File: src/rtl/keypad_pkg.sv
// Shared types and constants for the keypad row scanner.
// No logic beyond a pure helper function.
package keypad_pkg;

    localparam int NUM_ROWS = 4;
    localparam logic [3:0] COL_IDLE  = 4'b1111;
    localparam logic [3:0] ROW_IDLE  = 4'b1111;
    localparam logic [3:0] ROW_FIRST = 4'b1110;

    typedef enum logic [1:0] {
        ST_SETTLE  = 2'd0,
        ST_SCAN    = 2'd1,
        ST_LOCK    = 2'd2,
        ST_ADVANCE = 2'd3
    } scan_state_t;

    // True when exactly one row line is pulled low.
    function automatic logic row_onehot_low(input logic [NUM_ROWS-1:0] r);
        logic [NUM_ROWS-1:0] a;
        a = ~r;
        return (a != '0) && ((a & (a - NUM_ROWS'(1))) == '0);
    endfunction

endpackage

File: src/rtl/sync2.sv
// Two-flop synchronizer for asynchronous inputs; resets to all-ones (idle).
// Latency 2 cycles; no backpressure.
module sync2 #(
    parameter int WIDTH = 4
) (
    input  logic             clk,
    input  logic             rstn,
    input  logic [WIDTH-1:0] d,
    output logic [WIDTH-1:0] q
);

    logic [WIDTH-1:0] s1_q;
    logic [WIDTH-1:0] s2_q;

    always_ff @(posedge clk) begin
        if (!rstn) begin
            s1_q <= '1;
            s2_q <= '1;
        end else begin
            s1_q <= d;
            s2_q <= s1_q;
        end
    end

    assign q = s2_q;

endmodule

File: src/rtl/keypad_scan_sched.sv
// Keypad row scanner: drives rows in turn, settles, dwells, and locks on a pressed key.
// Columns reach col_out 2 cycles after col_raw; hold from the key controller freezes the scan.
module keypad_scan_sched
    import keypad_pkg::*;
#(
    parameter int SETTLE = 4,
    parameter int DWELL  = 16
) (
    input  logic       clk,
    input  logic       rstn,
    input  logic [3:0] col_raw,
    input  logic       hold,
    output logic [3:0] row_drive,
    output logic [3:0] col_out,
    output logic [3:0] row_out,
    output logic [1:0] scan_idx,
    output logic [1:0] debug_state
);

    localparam int IDX_W = $clog2(NUM_ROWS);
    localparam logic [7:0] SETTLE_LAST = 8'(SETTLE - 1);
    localparam logic [7:0] DWELL_LAST  = 8'(DWELL - 1);

    scan_state_t        state_q, state_d;
    logic [7:0]         cnt_q, cnt_d;
    logic [3:0]         row_q, row_d;
    logic [IDX_W-1:0]   idx_q, idx_d;
    logic [3:0]         col_sync;

    sync2 #(.WIDTH(4)) u_col_sync (
        .clk  (clk),
        .rstn (rstn),
        .d    (col_raw),
        .q    (col_sync)
    );

    always_ff @(posedge clk) begin
        if (!rstn) begin
            state_q <= ST_SETTLE;
            cnt_q   <= '0;
            row_q   <= ROW_FIRST;
            idx_q   <= '0;
        end else begin
            state_q <= state_d;
            cnt_q   <= cnt_d;
            row_q   <= row_d;
            idx_q   <= idx_d;
        end
    end

    always_comb begin
        state_d = state_q;
        cnt_d   = cnt_q;
        row_d   = row_q;
        idx_d   = idx_q;
        if (!row_onehot_low(row_q)) begin
            // Corrupted row drive: restart the scan from row 0.
            state_d = ST_SETTLE;
            cnt_d   = '0;
            row_d   = ROW_FIRST;
            idx_d   = '0;
        end else begin
            case (state_q)
                ST_SETTLE: begin
                    if (cnt_q == SETTLE_LAST) begin
                        state_d = ST_SCAN;
                        cnt_d   = '0;
                    end else begin
                        cnt_d = cnt_q + 8'd1;
                    end
                end
                ST_SCAN: begin
                    // A key wins over both dwell expiry and hold.
                    if (col_sync != COL_IDLE) begin
                        state_d = ST_LOCK;
                        cnt_d   = '0;
                    end else if (!hold) begin
                        if (cnt_q == DWELL_LAST) begin
                            state_d = ST_ADVANCE;
                            cnt_d   = '0;
                        end else begin
                            cnt_d = cnt_q + 8'd1;
                        end
                    end
                end
                ST_LOCK: begin
                    if (!hold && (col_sync == COL_IDLE)) begin
                        state_d = ST_ADVANCE;
                    end
                end
                ST_ADVANCE: begin
                    row_d   = {row_q[2:0], row_q[3]};
                    idx_d   = idx_q + IDX_W'(1);
                    cnt_d   = '0;
                    state_d = ST_SETTLE;
                end
                default: begin
                    state_d = ST_SETTLE;
                    cnt_d   = '0;
                end
            endcase
        end
    end

    always_comb begin
        col_out = COL_IDLE;
        row_out = ROW_IDLE;
        if ((state_q == ST_SCAN) || (state_q == ST_LOCK)) begin
            col_out = col_sync;
            row_out = row_q;
        end
    end

    assign row_drive   = row_q;
    assign scan_idx    = idx_q;
    assign debug_state = state_q;

endmodule

File: config.mk
export PLATFORM = sky130hd
export DESIGN_NAME = keypad_scan_sched
export DESIGN_NICKNAME = d
export VERILOG_FILES = /design/src/rtl/keypad_pkg.sv /design/src/rtl/sync2.sv /design/src/rtl/keypad_scan_sched.sv
export SDC_FILE = /design/constraint.sdc
export NUM_CORES = 1
export LEC_CHECK = 0
export CAP_MARGIN = 0
export CORE_MARGIN = 8
export CORE_UTILIZATION = 38
export CTS_CLUSTER_DIAMETER = 150
export DETAILED_ROUTE_END_ITERATION = 12
export DONT_BUFFER_PORTS = 1
export SYNTH_ARGS = -nofsm -noshare
export SYNTH_HDL_FRONTEND = slang
export SYNTH_SLANG_ARGS = --single-unit
File: constraint.sdc
create_clock -name clk -period 3.3 [get_ports clk]
set_input_delay 0.165 -clock clk [delete_from_list [all_inputs] [get_ports clk]]
set_output_delay 0.165 -clock clk [all_outputs]
set_load 0.02 [all_outputs]
# ---- Word level (Yosys, flattened, before mapping)
# Index checks and enable logic that the tools add are counted.
dict set report totals {
  ff_bits 24
  latch_bits 0
  mem_bits_rw 0
  rom_bits 0
  out_inout_bits 16
  wordCells 46
  memories 0
}
dict set report classes {
  addsub 3
  multipliers 0
  div_mod_pow 0
  magnitude_cmp 0
  eq_ne 11
  n_shift 0
  muxes 13
  bitwise_logic 2
  n_reduce_logical 11
}
# cell n
set ops {}
lappend ops {{$mux 8} 4}
lappend ops {{$pmux 8 s3} 1}
lappend ops {{$mux 2} 5}
lappend ops {{$add 8x1->8 const B} 1}
lappend ops {{$eq 8x2->1 const B} 1}
lappend ops {{$eq 8x4->1 const B} 1}
lappend ops {{$mux 4} 2}
lappend ops {{$pmux 2 s4} 1}
lappend ops {{$ne 3x3->1 const B} 2}
lappend ops {{$and 4x4->4} 1}
lappend ops {{$eq 2x2->1 const B} 2}
lappend ops {{$eq 4x4->1 const B} 1}
lappend ops {{$logic_not 4->1} 1}
lappend ops {{$ne 2x2->1 const B} 2}
lappend ops {{$ne 4x4->1 const B} 1}
lappend ops {{$not 4->4} 1}
lappend ops {{$reduce_and 2->1} 2}
lappend ops {{$reduce_and 4->1} 1}
lappend ops {{$reduce_bool 4->1} 1}
lappend ops {{$sub 4x1->4 const B} 1}
lappend ops {{$reduce_bool 3->1} 1}
lappend ops {{$add 2x1->2 const B} 1}
lappend ops {{$eq 2x1->1 const B} 1}
lappend ops {{$logic_and 1x1->1} 2}
lappend ops {{other kinds (3)} 3}

# ---- Logic depth before layout (Yosys ltp)
dict set report depth {
  depth_word 6
  depth_mapped 7
  mapped_depth_nobuf 7
}

# ---- Modules after synthesis
# From an unflattened synthesis, not the netlist that was laid out.
dict set report hier_totals {
  cells_unflattened 140
  area_unflattened_um2 1260.0
}
# mod instances cells_per_inst area_per_inst_um2 seq_area_each_um2
set modules_own_cells {}
lappend modules_own_cells {keypad_scan_sched 1 124 1049.8 320.3}
lappend modules_own_cells {sync2 1 16 210.2 160.2}

# ---- Worst setup path after synthesis
# No wires, ideal clock.
dict set report synth_timing {
  kind {register -> register}
  start {register state_q[0] (netlist: debug_state[0])}
  end {register cnt_q[4]}
  arrival_ns 1.767
  setup_slack_ns 1.442
  stages_incl_launch_ff 7
  cell_sequence {dfxtp_1 > inv_1 > ha_1 > inv_1 > o22ai_2 > inv_1 > a311oi_1}
}
dict set report synth_between {
  elab_chain_len 3
}
# element line_no
set synth_lines {}
lappend synth_lines {{start: declaration} keypad_scan_sched.sv:24} ;# scan_state_t state_q, state_d;
lappend synth_lines {{start signal: assignment} keypad_scan_sched.sv:44} ;# state_q <= state_d;
lappend synth_lines {{$eq 2x1->1, or another cell as far along} keypad_scan_sched.sv:63} ;# case (state_q)
lappend synth_lines {{$ne 3x3->1 (no source line) or $reduce_bool 3->1 (tied branches)} n/a}
lappend synth_lines {{$reduce_and 2->1 (no source line)} n/a}
lappend synth_lines {{end signal: assignment} keypad_scan_sched.sv:45} ;# cnt_q <= cnt_d;
lappend synth_lines {{end: declaration} keypad_scan_sched.sv:25} ;# logic [7:0] cnt_q, cnt_d;
# Parallel ways exist; a longest one is shown, timed or not.
# A chain may end at the register's enable or synchronous reset.

# ---- Worst setup path in the final report
dict set report layout_timing {
  start {register state_q[1] (netlist: debug_state[1])}
  end {register cnt_q[4]}
}
# The elaborated chain is that of the path after synthesis.

==> results_dict.tcl <==
set metrics [dict create \
    status "completed" \
    vias 945 \
    slew_headroom 0.717 \
    min_period_over_period 0.663 \
    syn_to_final_growth_pct 12.7 \
    overflow 0 \
    r2r_start "debug_state[1]" \
    cp-end-kind "register" \
    setup_viol 0 \
    via_per_inst 5.08 \
    htreeDepth 1 \
    num_antenna_cells 0 \
    dpl.hpwl_um 1930 \
    die_height_um 72.7 \
    pwr-share-seq 0.388 \
    hold_path_startpoint "hold" \
    pwr-share-clk 0.230 \
    num_rows 20 \
    tightest_slew_ps 424 \
    rsz0062_at_grt "false" \
    fin_tns_setup_ps 0 \
    reg2regPathDepth 6 \
    die_x_um 72.7 \
    grt_usage 0.110 \
    pwr_density_cell_mw_per_mm2 667 \
    rr_endpoint "cnt_q[4]" \
    fill_cells 334 \
    synth_area_per_cell_um2 9.10 \
    hold_viol_final 0 \
    fin_crit_ps 2190 \
    critPathMaxFanout 10 \
    antenna_found_initial 0 \
    grt_max_degree 16 \
    min_path_cells 4 \
    crit_type "register to register" \
    synth.distinct_cells 36 \
    drc 0 \
    cts-buffers-inserted 3 \
    start_kind "register" \
    synth_nets 147 \
    ant_nets 0 \
    synth.cell_area_mm2 0.00122 \
    wl_per_cell_um 13.9 \
    drt_wl_total_um 2590 \
    drtPass1Iterations 4 \
    drt_iter0_drc 39 \
    numClockSinks 24 \
    core_mm2 0.00305 \
    min_to "cnt_q[1]" \
    ys_seq_area_frac 0.394 \
    fmax_mhz 457 \
    syn_inst 134 \
    yosysWarnings 0 \
    cts_tree "built" \
    hold_path_class "input port to register" \
    clock-root-buffer "clkbuf_4" \
    cellLeakagePower_nw 0.480 \
    synth-seq-cells 24 \
    cap_violations 0 \
    nNetsFinal 156 \
    cp.required_ps 3530 \
    p_int_mw 0.568 \
    pwr-share-comb 0.382 \
    io_buffers 0 \
    maxSlewViolCount 0 \
    initial_core_util 0.400 \
    grt_pass1_vias 1009 \
    p_sw_frac 0.381 \
    die_area_mm2 0.00528 \
    grt_pass1_wl_um 4670 \
    fin_hold_ws_ps 224 \
    netSwitchingPower_mw 0.349 \
    clock_skew_ps 11.3 \
    drive_gt1_frac 0.120 \
    clk_path_buf_depth 2 \
    cp.arrival_ps 2420 \
    peakVddDrop_uv 320 \
    clk_latency_ps 320 \
    io_pins 23 \
    r2r_setup_slack_ps 1110 \
    path_clk_slew_ps 130 \
    globalplace.congestion 0.783 \
]
-- worst max-delay path: stages (launching register included) --
cell      delay (ps)
dfxtp_1          560
inv_1            150
ha_1             510
inv_1             90
o22ai_2          390
inv_1            140
a311oi_1         260
-- cells in the mapped netlist (all sizes together) --
cell type / n / area (um^2)
nor2b: 3 / 18.8
nor3: 3 / 20.0
inv: 6 / 22.5
or3: 1 / 11.3
a311oi: 1 / 8.76
a31oi: 4 / 25.0
a2bb2oi: 1 / 8.76
a21oi: 6 / 37.5
ha: 6 / 75.1
nand4: 2 / 12.5
mux2i: 3 / 30.0
nand2b: 17 / 106
o221ai: 1 / 15.0
o211ai: 4 / 43.8
and4: 1 / 8.76
a211o: 3 / 26.3
or4b: 1 / 13.8
buf: 2 / 10.0
xnor2: 1 / 8.76
nand2: 14 / 55.1
dfxtp: 24 / 480
nand4b: 3 / 26.3
o21ai: 5 / 36.3
nand3: 7 / 35.0
and3: 2 / 13.8
nor2: 10 / 40.0
o22ai: 1 / 12.5
xor2: 2 / 17.5
-- state kept, by name, indices dropped and copies added, names as in the netlist --
name,flops
scan_idx,2
u_col_sync.q,4
cnt_q,8
u_col_sync.s1_q,4
debug_state,2
row_drive,4
-- stage by stage --
step / utilization / instance area (um^2) / cells / setup slack, ps / total power, mW
after global routing: 0.450 / 1380 / 186 / 968 / 0.979
after floorplan: - / 1220 / 134 / 1440 / 0.637
after global placement: 0.417 / 1270 / 177 / 1240 / 0.696
final: 0.450 / 1380 / 186 / 1110 / 0.917
after CTS: 0.450 / 1380 / 186 / 1100 / 0.928
after detailed placement: 0.417 / 1270 / 177 / 1120 / 0.710
-- cells by family (layout without fill, tap and decap cells) --
logic type / Yosys count / in the layout / synth area share
buffers and inverters: 8 / 16 / 0.0267
multiplexers: 3 / 3 / 0.0246
XOR/XNOR: 3 / 3 / 0.0215
AO/OA/AOI/OAI: 26 / 26 / 0.175
AND/OR/NAND/NOR: 64 / 64 / 0.296
adder cells (fa/ha/maj): 6 / 6 / 0.0615
flip-flops: 24 / 24 / 0.394
-- repair_timing --
item                                   4_1_cts  5_1_grt
hold buffers                                 5        0
resized for setup                            0        0
endpoints found under the hold margin        9        0
buffers inserted                             0        0
setup endpoints to repair                    0        0
-- power groups by stage --
stage               Combinational (mW)  Sequential [mW]  Clock [mW]
floorplan                        0.282            0.355           0
CTS                              0.354            0.356       0.218
global route                     0.388            0.362       0.228
finish                           0.350            0.356       0.211
detailed placement               0.347            0.362           0
global placement                 0.334            0.361           0
-- worst max-delay path by stage --
stage | end | start | slack (ps)
6_report | cnt_q[4] | debug_state[1] | 1110
5_1_grt | cnt_q[4] | debug_state[0] | 970
4_1_cts | cnt_q[4] | debug_state[0] | 1100
3_5_place_dp | cnt_q[4] | debug_state[1] | 1120
3_3_place_gp | cnt_q[4] | debug_state[0] | 1240
2_1_floorplan | cnt_q[4] | debug_state[0] | 1440
-- routing by layer --
layer  up-vias  track usage  part of all wire  wire [um]
li1        489            -                 -          -
met1       434        0.117              0.42       1080
met2        20        0.193              0.50       1310
met3         2       0.0426             0.076        197
met4         0       0.0333            0.0039         10
met5         -            0                 0          0
-- area by class of cell --
cell class	count	area (um^2)	area share
flip-flops and latches	24	480	0.349
clock inverters	1	30.0	0.0218
multi-input cells	102	707	0.514
inverters	6	22.5	0.0164
well taps	44	55.1	0.0400
repair buffers	6	57.6	0.0419
clock buffers	3	22.5	0.0164
-- cell usage in the layout, fill, tap and decap left out, types with 2 or more instances in the layout --
cell type / instances
dfxtp_1: 24
a31oi_1: 4
nor2_1: 9
mux2i_1: 3
nor2b_1: 3
nand2b_1: 17
o21ai_1: 2
inv_1: 6
nand4b_1: 3
o21ai_0: 2
clkbuf_4: 3
nor3_1: 2
ha_1: 6
o211ai_1: 3
nand2_1: 13
a21oi_2: 2
nand3_1: 7
a211o_1: 3
xor2_1: 2
a21oi_1: 4
dlygate4sd3_1: 5
nand4_1: 2
(Power assumes the default switching activity.)
